[config.mk]
export PLATFORM = sky130hd
export DESIGN_NAME = regfile_scoreboard_flat
export DESIGN_NICKNAME = d
export VERILOG_FILES = /design/src/rtl/regfile_scoreboard_if.sv /design/src/rtl/regfile_scoreboard.sv /design/src/flat_wrapper.sv
export SDC_FILE = /design/constraint.sdc
export NUM_CORES = 2
export LEC_CHECK = 0
export BUFFER_PORTS_ARGS = -buffer_cell sky130_fd_sc_hd__buf_2
export CORE_ASPECT_RATIO = 0.8
export CORE_MARGIN = 4
export CORE_UTILIZATION = 40
export CTS_CLUSTER_DIAMETER = 80
export CTS_CLUSTER_SIZE = 24
export DETAILED_ROUTE_END_ITERATION = 8
export SLEW_MARGIN = 20
export SYNTH_ARGS = -nofsm -noshare
export SYNTH_HDL_FRONTEND = slang
export SYNTH_SLANG_ARGS = --single-unit
[constraint.sdc]
create_clock -name clk -period 10.5 [get_ports clk]
set_input_delay 0.525 -clock clk [delete_from_list [all_inputs] [get_ports clk]]
set_output_delay 0.525 -clock clk [all_outputs]
set_load 0.05 [all_outputs]
[src/rtl/regfile_scoreboard_if.sv]
// Bus bundle for the register file / scoreboard: read ports, two write
// ports, the issue request and the status outputs.
interface regfile_scoreboard_if #(
    parameter int DATA_W = 32,
    parameter int ADDR_W = 5,
    parameter int NUM_RD = 2
);
    logic [NUM_RD*ADDR_W-1:0] rd_addr;
    logic [NUM_RD*DATA_W-1:0] rd_data;
    logic [NUM_RD-1:0]        rd_busy;

    logic                     wr0_en;
    logic [ADDR_W-1:0]        wr0_addr;
    logic [DATA_W-1:0]        wr0_data;

    logic                     wr1_en;
    logic [ADDR_W-1:0]        wr1_addr;
    logic [DATA_W-1:0]        wr1_data;

    logic                     iss_en;
    logic [ADDR_W-1:0]        iss_addr;
    logic                     iss_ready;

    logic [ADDR_W:0]          busy_cnt;
    logic                     wr_conflict;

    // Requester side (pipeline front end / testbench)
    modport master (
        output rd_addr, wr0_en, wr0_addr, wr0_data,
               wr1_en, wr1_addr, wr1_data, iss_en, iss_addr,
        input  rd_data, rd_busy, iss_ready, busy_cnt, wr_conflict
    );

    // Register file side
    modport slave (
        input  rd_addr, wr0_en, wr0_addr, wr0_data,
               wr1_en, wr1_addr, wr1_data, iss_en, iss_addr,
        output rd_data, rd_busy, iss_ready, busy_cnt, wr_conflict
    );
endinterface

[src/rtl/regfile_scoreboard.sv]
// Multi-ported register file with write bypass and a per-register busy
// scoreboard for destination reservations. Write port 0 outranks port 1;
// a same-address double write keeps port 0 and raises a sticky flag.
module regfile_scoreboard #(
    parameter int                DATA_W   = 32,
    parameter int                ADDR_W   = 5,
    parameter int                NUM_RD   = 2,
    parameter int                ZERO_REG = 1,
    parameter int                SP_IDX   = 29,
    parameter logic [DATA_W-1:0] SP_INIT  = 32'h7fff_effc
) (
    input  logic                 clk,
    input  logic                 reset,
    regfile_scoreboard_if.slave  bus
);
    localparam int NREGS = 1 << ADDR_W;

    // Architectural state
    logic [DATA_W-1:0] regs_q [NREGS];
    logic [NREGS-1:0]  busy_q;
    logic [NREGS-1:0]  busy_d;
    logic [ADDR_W:0]   busy_cnt_q;
    logic [ADDR_W:0]   busy_cnt_d;
    logic              wr_conflict_q;
    logic              wr_conflict_d;

    // Write qualification
    logic              wr0_eff;
    logic              wr1_eff;
    logic              wr_same;
    logic              wr1_commit;

    // Issue handling
    logic              iss_zero;
    logic              iss_hit;
    logic              iss_ready_w;
    logic              iss_acc;

    function automatic logic [ADDR_W:0] popcount(input logic [NREGS-1:0] v);
        logic [ADDR_W:0] c;
        c = '0;
        for (int i = 0; i < NREGS; i++) begin
            c = c + {{ADDR_W{1'b0}}, v[i]};
        end
        return c;
    endfunction

    // A write only counts when enabled, out of reset and not aimed at a
    // hardwired zero register; everything downstream keys off these.
    assign wr0_eff = bus.wr0_en && !reset &&
                     ((ZERO_REG == 0) || (bus.wr0_addr != '0));
    assign wr1_eff = bus.wr1_en && !reset &&
                     ((ZERO_REG == 0) || (bus.wr1_addr != '0));
    assign wr_same    = wr0_eff && wr1_eff && (bus.wr0_addr == bus.wr1_addr);
    assign wr1_commit = wr1_eff && !wr_same;

    // Read ports: zero register, then wr0 bypass, then wr1 bypass, then array.
    for (genvar k = 0; k < NUM_RD; k++) begin : g_rd
        logic [ADDR_W-1:0] addr;
        logic              zero;
        logic              hit0;
        logic              hit1;
        logic [DATA_W-1:0] data;
        logic              bsy;

        assign addr = bus.rd_addr[k*ADDR_W +: ADDR_W];
        assign zero = (ZERO_REG != 0) && (addr == '0);
        assign hit0 = wr0_eff && (bus.wr0_addr == addr);
        assign hit1 = wr1_eff && (bus.wr1_addr == addr);

        assign data = zero ? '0 :
                      hit0 ? bus.wr0_data :
                      hit1 ? bus.wr1_data :
                             regs_q[addr];

        // A register being written this cycle already reports not-busy.
        assign bsy  = !zero && busy_q[addr] && !hit0 && !hit1;

        assign bus.rd_data[k*DATA_W +: DATA_W] = data;
        assign bus.rd_busy[k]                  = bsy;
    end

    // Issue is ready when the destination is free or is being freed now.
    assign iss_zero    = (ZERO_REG != 0) && (bus.iss_addr == '0);
    assign iss_hit     = (wr0_eff && (bus.wr0_addr == bus.iss_addr)) ||
                         (wr1_eff && (bus.wr1_addr == bus.iss_addr));
    assign iss_ready_w = !reset &&
                         (iss_zero || !busy_q[bus.iss_addr] || iss_hit);
    assign iss_acc     = bus.iss_en && iss_ready_w;

    // Next scoreboard: write clears first, so a same-cycle accepted issue wins.
    always_comb begin
        busy_d = busy_q;
        if (wr0_eff) begin
            busy_d[bus.wr0_addr] = 1'b0;
        end
        if (wr1_eff) begin
            busy_d[bus.wr1_addr] = 1'b0;
        end
        if (iss_acc && !iss_zero) begin
            busy_d[bus.iss_addr] = 1'b1;
        end
        busy_cnt_d    = popcount(busy_d);
        wr_conflict_d = wr_conflict_q | wr_same;
    end

    // Register array: reset image with the stack pointer preloaded, else commit writes.
    always_ff @(posedge clk) begin
        if (reset) begin
            for (int i = 0; i < NREGS; i++) begin
                regs_q[i] <= (i == SP_IDX) ? SP_INIT : '0;
            end
        end else begin
            if (wr1_commit) begin
                regs_q[bus.wr1_addr] <= bus.wr1_data;
            end
            if (wr0_eff) begin
                regs_q[bus.wr0_addr] <= bus.wr0_data;
            end
        end
    end

    // Scoreboard, reservation count and sticky conflict flag.
    always_ff @(posedge clk) begin
        if (reset) begin
            busy_q        <= '0;
            busy_cnt_q    <= '0;
            wr_conflict_q <= 1'b0;
        end else begin
            busy_q        <= busy_d;
            busy_cnt_q    <= busy_cnt_d;
            wr_conflict_q <= wr_conflict_d;
        end
    end

    assign bus.iss_ready   = iss_ready_w;
    assign bus.busy_cnt    = busy_cnt_q;
    assign bus.wr_conflict = wr_conflict_q;

endmodule

[src/flat_wrapper.sv]
// flat-port wrapper written by rule: the top's interface ports become plain ports
module regfile_scoreboard_flat 
#(
    parameter int                DATA_W   = 32,
    parameter int                ADDR_W   = 5,
    parameter int                NUM_RD   = 2,
    parameter int                ZERO_REG = 1,
    parameter int                SP_IDX   = 29,
    parameter logic [DATA_W-1:0] SP_INIT  = 32'h7fff_effc
)
  (clk, reset, bus_rd_addr, bus_wr0_en, bus_wr0_addr, bus_wr0_data, bus_wr1_en, bus_wr1_addr, bus_wr1_data, bus_iss_en, bus_iss_addr, bus_rd_data, bus_rd_busy, bus_iss_ready, bus_busy_cnt, bus_wr_conflict);
  regfile_scoreboard_if #(.DATA_W(DATA_W), .ADDR_W(ADDR_W), .NUM_RD(NUM_RD)) bus_i ();
  input  logic clk;
  input  logic reset;
  input wire logic [$bits(bus_i.rd_addr)-1:0] bus_rd_addr;
  input wire logic [$bits(bus_i.wr0_en)-1:0] bus_wr0_en;
  input wire logic [$bits(bus_i.wr0_addr)-1:0] bus_wr0_addr;
  input wire logic [$bits(bus_i.wr0_data)-1:0] bus_wr0_data;
  input wire logic [$bits(bus_i.wr1_en)-1:0] bus_wr1_en;
  input wire logic [$bits(bus_i.wr1_addr)-1:0] bus_wr1_addr;
  input wire logic [$bits(bus_i.wr1_data)-1:0] bus_wr1_data;
  input wire logic [$bits(bus_i.iss_en)-1:0] bus_iss_en;
  input wire logic [$bits(bus_i.iss_addr)-1:0] bus_iss_addr;
  output wire logic [$bits(bus_i.rd_data)-1:0] bus_rd_data;
  output wire logic [$bits(bus_i.rd_busy)-1:0] bus_rd_busy;
  output wire logic [$bits(bus_i.iss_ready)-1:0] bus_iss_ready;
  output wire logic [$bits(bus_i.busy_cnt)-1:0] bus_busy_cnt;
  output wire logic [$bits(bus_i.wr_conflict)-1:0] bus_wr_conflict;
  assign bus_i.rd_addr = bus_rd_addr;
  assign bus_i.wr0_en = bus_wr0_en;
  assign bus_i.wr0_addr = bus_wr0_addr;
  assign bus_i.wr0_data = bus_wr0_data;
  assign bus_i.wr1_en = bus_wr1_en;
  assign bus_i.wr1_addr = bus_wr1_addr;
  assign bus_i.wr1_data = bus_wr1_data;
  assign bus_i.iss_en = bus_iss_en;
  assign bus_i.iss_addr = bus_iss_addr;
  assign bus_rd_data = bus_i.rd_data;
  assign bus_rd_busy = bus_i.rd_busy;
  assign bus_iss_ready = bus_i.iss_ready;
  assign bus_busy_cnt = bus_i.busy_cnt;
  assign bus_wr_conflict = bus_i.wr_conflict;
  regfile_scoreboard #(.DATA_W(DATA_W), .ADDR_W(ADDR_W), .NUM_RD(NUM_RD), .ZERO_REG(ZERO_REG), .SP_IDX(SP_IDX), .SP_INIT(SP_INIT)) u_core (.clk(clk), .reset(reset), .bus(bus_i));
endmodule
==> metrics.txt <==
# TYPE chip_impl_metric gauge
chip_impl_info{name="gr-max-usage-layer",value="met2"} 1
chip_impl_metric{name="dp_slack",unit="ns"} 2.48
chip_impl_metric{name="gpl.final_weighted_congestion",unit=""} 0.984
chip_impl_metric{name="worst_slew_margin_rel",unit="%"} 21.2
chip_impl_metric{name="synth_area",unit="sq um"} 63200
chip_impl_metric{name="netlist_instances",unit=""} 4882
chip_impl_metric{name="ys_seq_area_share",unit="%"} 49.9
chip_impl_metric{name="cts.repair.resized",unit=""} 0
chip_impl_metric{name="grt_antenna_before_repair",unit=""} 27
chip_impl_info{name="mostFrequentLayoutCells",value="sky130_fd_sc_hd__edfxtp_1, sky130_fd_sc_hd__a22o_1, sky130_fd_sc_hd__mux2i_1"} 1
chip_impl_metric{name="clock_insertion_delay_at_the_later_pin_of_the_skew_report",unit="ns"} 0.69
chip_impl_metric{name="grt_use_total",unit="%"} 31.0
chip_impl_metric{name="dp.final_hpwl",unit="um"} 159000
chip_impl_metric{name="worstMarginPinSlew",unit="ns"} 1.18
chip_impl_metric{name="maximum_capacitance_violations",unit=""} 0
chip_impl_metric{name="drt_pass1_iterations",unit=""} 6
chip_impl_metric{name="grt.met1_usage",unit="%"} 43.4
chip_impl_metric{name="design.core.area",unit="sq um"} 157000
chip_impl_metric{name="start_util",unit="%"} 40.3
chip_impl_metric{name="number_of_buffers_created_by_cts",unit=""} 68
chip_impl_metric{name="cts_setup_buffers",unit=""} 0
chip_impl_metric{name="yosys.cell_types.count",unit=""} 64
chip_impl_info{name="critical_path.reg2reg.endpoint",value="u_core.bus.busy_cnt[4]$_SDFF_PP0_"} 1
chip_impl_metric{name="fmax",unit="MHz"} 136
chip_impl_metric{name="h-tree-depth",unit=""} 3
chip_impl_metric{name="setup_viol",unit=""} 0
chip_impl_metric{name="detail_route.drc_violations",unit=""} 0
chip_impl_info{name="layout.cells.most_common",value="sky130_fd_sc_hd__edfxtp_1"} 1
chip_impl_metric{name="clock_sinks",unit=""} 1063
chip_impl_metric{name="top_level_ports",unit=""} 168
chip_impl_info{name="timing.hold.worst.class",value="in -> reg"} 1
chip_impl_info{name="regToRegStartpoint",value="u_core.busy_q[20]$_SDFF_PP0_"} 1
chip_impl_info{name="whs_endpoint",value="u_core.bus.wr_conflict$_SDFF_PP0_"} 1
chip_impl_metric{name="detailedRoute.firstIterationViolations",unit=""} 8070
chip_impl_metric{name="placement_rows",unit=""} 130
chip_impl_metric{name="critical_path_required",unit="ns"} 11.05
chip_impl_metric{name="data_arrival_critical_path",unit="ns"} 7.88
chip_impl_metric{name="io_buffers",unit=""} 167
chip_impl_metric{name="cellLeakagePower",unit="nW"} 23.2
chip_impl_metric{name="final-hold-violation-count",unit=""} 0
chip_impl_metric{name="yosys_warnings",unit=""} 0
chip_impl_metric{name="synthArstFlopShare",unit="%"} 0
chip_impl_metric{name="critical_path_peak_fanout",unit=""} 57
chip_impl_metric{name="setup_total_negative_slack",unit="ns"} 0
chip_impl_info{name="synth_ff_type",value="sky130_fd_sc_hd__edfxtp_1"} 1
chip_impl_metric{name="grt_pass1_vias",unit=""} 45800
chip_impl_metric{name="fp.dieH",unit="um"} 364
chip_impl_metric{name="fin_worst_skew",unit="ns"} 0.0124
chip_impl_metric{name="synth_area_per_cell",unit="sq um"} 12.9
chip_impl_info{name="clock_tree.root_cell",value="sky130_fd_sc_hd__clkbuf_16"} 1
chip_impl_info{name="endpoint_kind",value="flop"} 1
chip_impl_metric{name="flip_flop_and_latch_count_after_synthesis",unit=""} 1063
chip_impl_metric{name="largest_net_degree_at_the_start_of_global_routing",unit=""} 118
chip_impl_info{name="worst_setup_path_start_kind",value="primary input"} 1
chip_impl_metric{name="layout_min_cycle_time",unit="ns"} 7.34
chip_impl_info{name="critical_path_class",value="in -> reg"} 1
chip_impl_metric{name="global_route.usage.met3",unit="%"} 9.96
chip_impl_metric{name="ctsLongestPathBuffers",unit=""} 3
chip_impl_metric{name="grt-ovfl-total",unit=""} 0
chip_impl_metric{name="power_density",unit="nW/um^2"} 145
chip_impl_metric{name="drv_slew",unit=""} 0
chip_impl_metric{name="postLayoutSetupSlackWorst",unit="ns"} 3.16
chip_impl_metric{name="global_route_met2_usage",unit="%"} 44.8
chip_impl_metric{name="totalPowerFinal",unit="mW"} 9.83
chip_impl_metric{name="fillCellCount",unit=""} 14100
chip_impl_metric{name="vias",unit=""} 49000
chip_impl_info{name="tritoncts",value="yes"} 1
chip_impl_metric{name="wire_length_of_the_first_global_routing_pass",unit="um"} 367000
chip_impl_metric{name="total_wirelength",unit="um"} 264000
chip_impl_metric{name="min_delay_path_depth",unit=""} 2
chip_impl_metric{name="post_drt_wl_per_cell",unit="um"} 39.3
chip_impl_metric{name="hold_buffers",unit=""} 0
chip_impl_metric{name="nets",unit=""} 4662
chip_impl_info{name="hold_path.startpoint",value="reset"} 1
chip_impl_metric{name="synthesis_to_finish_area_growth",unit="%"} 7.32
chip_impl_metric{name="final_layout_size_suffix_gt1_share",unit="%"} 17.7
chip_impl_info{name="grt_setup_unrepaired",value="no"} 1
chip_impl_metric{name="path_clk_slew",unit="ns"} 0.08
chip_impl_metric{name="synth_enable_flop_cells",unit=""} 1024
chip_impl_metric{name="antenna_left",unit=""} 0
chip_impl_metric{name="avgViaCountPerCell",unit=""} 7.30
chip_impl_metric{name="die_area",unit="sq um"} 164000
chip_impl_metric{name="r2r.worst_path.cells",unit=""} 23
chip_impl_metric{name="peakVddDrop",unit="mV"} 0.111
chip_impl_metric{name="period_share",unit="%"} 69.9
chip_impl_info{name="run_status",value="finished clean"} 1
chip_impl_metric{name="r2r_setup_slack",unit="ns"} 3.53
chip_impl_metric{name="fp.dieW",unit="um"} 452
==> area by class of cell <==
cell class                      instances  area, sq um  share of cell area, %
Timing Repair Buffer                  289         1830                   2.70
Inverter                               34          128                  0.188
Tap cell                             2112         2640                   3.90
Antenna cell                           18         45.0                 0.0664
Sequential cell                      1063        31500                   46.5
Clock buffer                           76         1800                   2.65
Clock inverter                         40          602                  0.887
Multi-Input combinational cell       3080        29200                   43.1
==> routing by layer <==
layer	part of all wire, %	up-vias
li1	-	19200
met1	39	25300
met2	43	3866
met3	14	561
met4	4.4	4
met5	0.0087	-
==> critical path, stage by stage <==
cell and delay (ns):
sky130_fd_sc_hd__buf_4 0.31, sky130_fd_sc_hd__nor2b_2 0.32, sky130_fd_sc_hd__nand3_1 0.65, sky130_fd_sc_hd__nor2_4 0.25, sky130_fd_sc_hd__buf_4 0.54, sky130_fd_sc_hd__a21oi_1 0.23, sky130_fd_sc_hd__nand2_1 0.19, sky130_fd_sc_hd__o21ai_0 0.11
sky130_fd_sc_hd__ha_1 0.32, sky130_fd_sc_hd__fa_1 0.49, sky130_fd_sc_hd__inv_1 0.05, sky130_fd_sc_hd__fa_1 0.47, sky130_fd_sc_hd__inv_1 0.05, sky130_fd_sc_hd__fa_1 0.53, sky130_fd_sc_hd__fa_1 0.46, sky130_fd_sc_hd__fa_1 0.55
sky130_fd_sc_hd__fa_1 0.45, sky130_fd_sc_hd__fa_1 0.44, sky130_fd_sc_hd__inv_1 0.10, sky130_fd_sc_hd__fa_1 0.21, sky130_fd_sc_hd__inv_1 0.05, sky130_fd_sc_hd__a21o_1 0.17, sky130_fd_sc_hd__a21oi_1 0.16, sky130_fd_sc_hd__xor2_1 0.16
sky130_fd_sc_hd__nor2_1 0.05
==> power by group <==
part / internal [mW] / switching, mW
Combinational: 0.501 / 1.16
Sequential: 4.89 / 0.126
Clock: 1.46 / 1.69
Total: 6.85 / 2.98
==> registers in the layout, indices dropped and copies added, names as in the netlist <==
| register | flops |
|---|---|
| u_core.regs_q | 1024 |
| u_core.bus.wr_conflict | 1 |
| u_core.busy_q | 32 |
| u_core.bus.busy_cnt | 6 |
==> worst max path at each step <==
stage / from / endpoint / slack (ns) / cells after the start
2_1_floorplan: bus_iss_addr[4] / u_core.bus.busy_cnt[4]$_SDFF_PP0_ / 3.65 / 26
3_3_place_gp: reset / u_core.bus.busy_cnt[4]$_SDFF_PP0_ / 2.48 / 25
3_5_place_dp: reset / u_core.bus.busy_cnt[4]$_SDFF_PP0_ / 2.48 / 25
4_1_cts: reset / u_core.bus.busy_cnt[4]$_SDFF_PP0_ / 3.18 / 25
5_1_grt: reset / u_core.bus.busy_cnt[4]$_SDFF_PP0_ / 2.87 / 25
6_report: reset / u_core.bus.busy_cnt[4]$_SDFF_PP0_ / 3.16 / 25
==> cells in the mapped netlist (6+ instances only) <==
cell,number,share of area [%]
sky130_fd_sc_hd__a221o_1,66,1.0
sky130_fd_sc_hd__or2_2,8,0.079
sky130_fd_sc_hd__ha_1,8,0.16
sky130_fd_sc_hd__mux4_2,276,9.8
sky130_fd_sc_hd__or3_1,38,0.38
sky130_fd_sc_hd__a32oi_1,17,0.24
sky130_fd_sc_hd__edfxtp_1,1024,49
sky130_fd_sc_hd__or3b_2,6,0.083
sky130_fd_sc_hd__inv_1,34,0.20
sky130_fd_sc_hd__mux2i_1,516,8.2
sky130_fd_sc_hd__a22oi_1,271,3.2
sky130_fd_sc_hd__fa_1,24,0.76
sky130_fd_sc_hd__o31a_1,9,0.12
sky130_fd_sc_hd__dfxtp_1,39,1.2
sky130_fd_sc_hd__nand2b_1,6,0.059
sky130_fd_sc_hd__xnor2_1,24,0.33
sky130_fd_sc_hd__a21oi_1,140,1.1
sky130_fd_sc_hd__xor2_1,14,0.19
sky130_fd_sc_hd__o21ai_1,6,0.048
sky130_fd_sc_hd__nand2_1,82,0.49
sky130_fd_sc_hd__o22a_1,28,0.39
sky130_fd_sc_hd__o21ai_0,41,0.32
sky130_fd_sc_hd__a41oi_1,64,0.89
sky130_fd_sc_hd__buf_1,109,0.65
sky130_fd_sc_hd__o221ai_1,6,0.083
sky130_fd_sc_hd__a22o_1,964,13
sky130_fd_sc_hd__nand3_1,143,1.1
sky130_fd_sc_hd__nor2b_1,74,0.73
sky130_fd_sc_hd__nand3b_1,11,0.13
sky130_fd_sc_hd__buf_2,161,1.3
sky130_fd_sc_hd__nor2_1,111,0.66
sky130_fd_sc_hd__nor3b_1,6,0.071
sky130_fd_sc_hd__nor2_2,11,0.11
sky130_fd_sc_hd__clkbuf_1,464,2.8
sky130_fd_sc_hd__a211oi_1,15,0.18
==> cell families (layout without fill, tap and decap cells) <==
| family | Yosys count | after routing | share of synthesized area (%) |
|---|---|---|---|
| AO/OA/AOI/OAI | 1657 | 1657 | 21.4 |
| XOR/XNOR | 38 | 38 | 0.527 |
| adder cells (fa/ha/maj) | 32 | 32 | 0.919 |
| buffers and inverters | 770 | 439 | 4.90 |
| flip-flops | 1063 | 1063 | 49.9 |
| multiplexers | 792 | 792 | 18.0 |
| other | 1 | 50 | 0.00593 |
| AND/OR/NAND/NOR | 529 | 529 | 4.29 |
==> per-stage QoR <==
stage,hold WS (ns),instances,utilization (%),instance area [sq um]
floorplan,0.464,4913,-,63300
global placement,0.528,6578,41.6,65400
detailed placement,0.532,6578,41.6,65400
CTS,0.390,6694,43.2,67800
global route,0.458,6707,43.2,67800
finish,0.440,6712,43.2,67800
No activity file was read; power rests on OpenSTA's default activity.
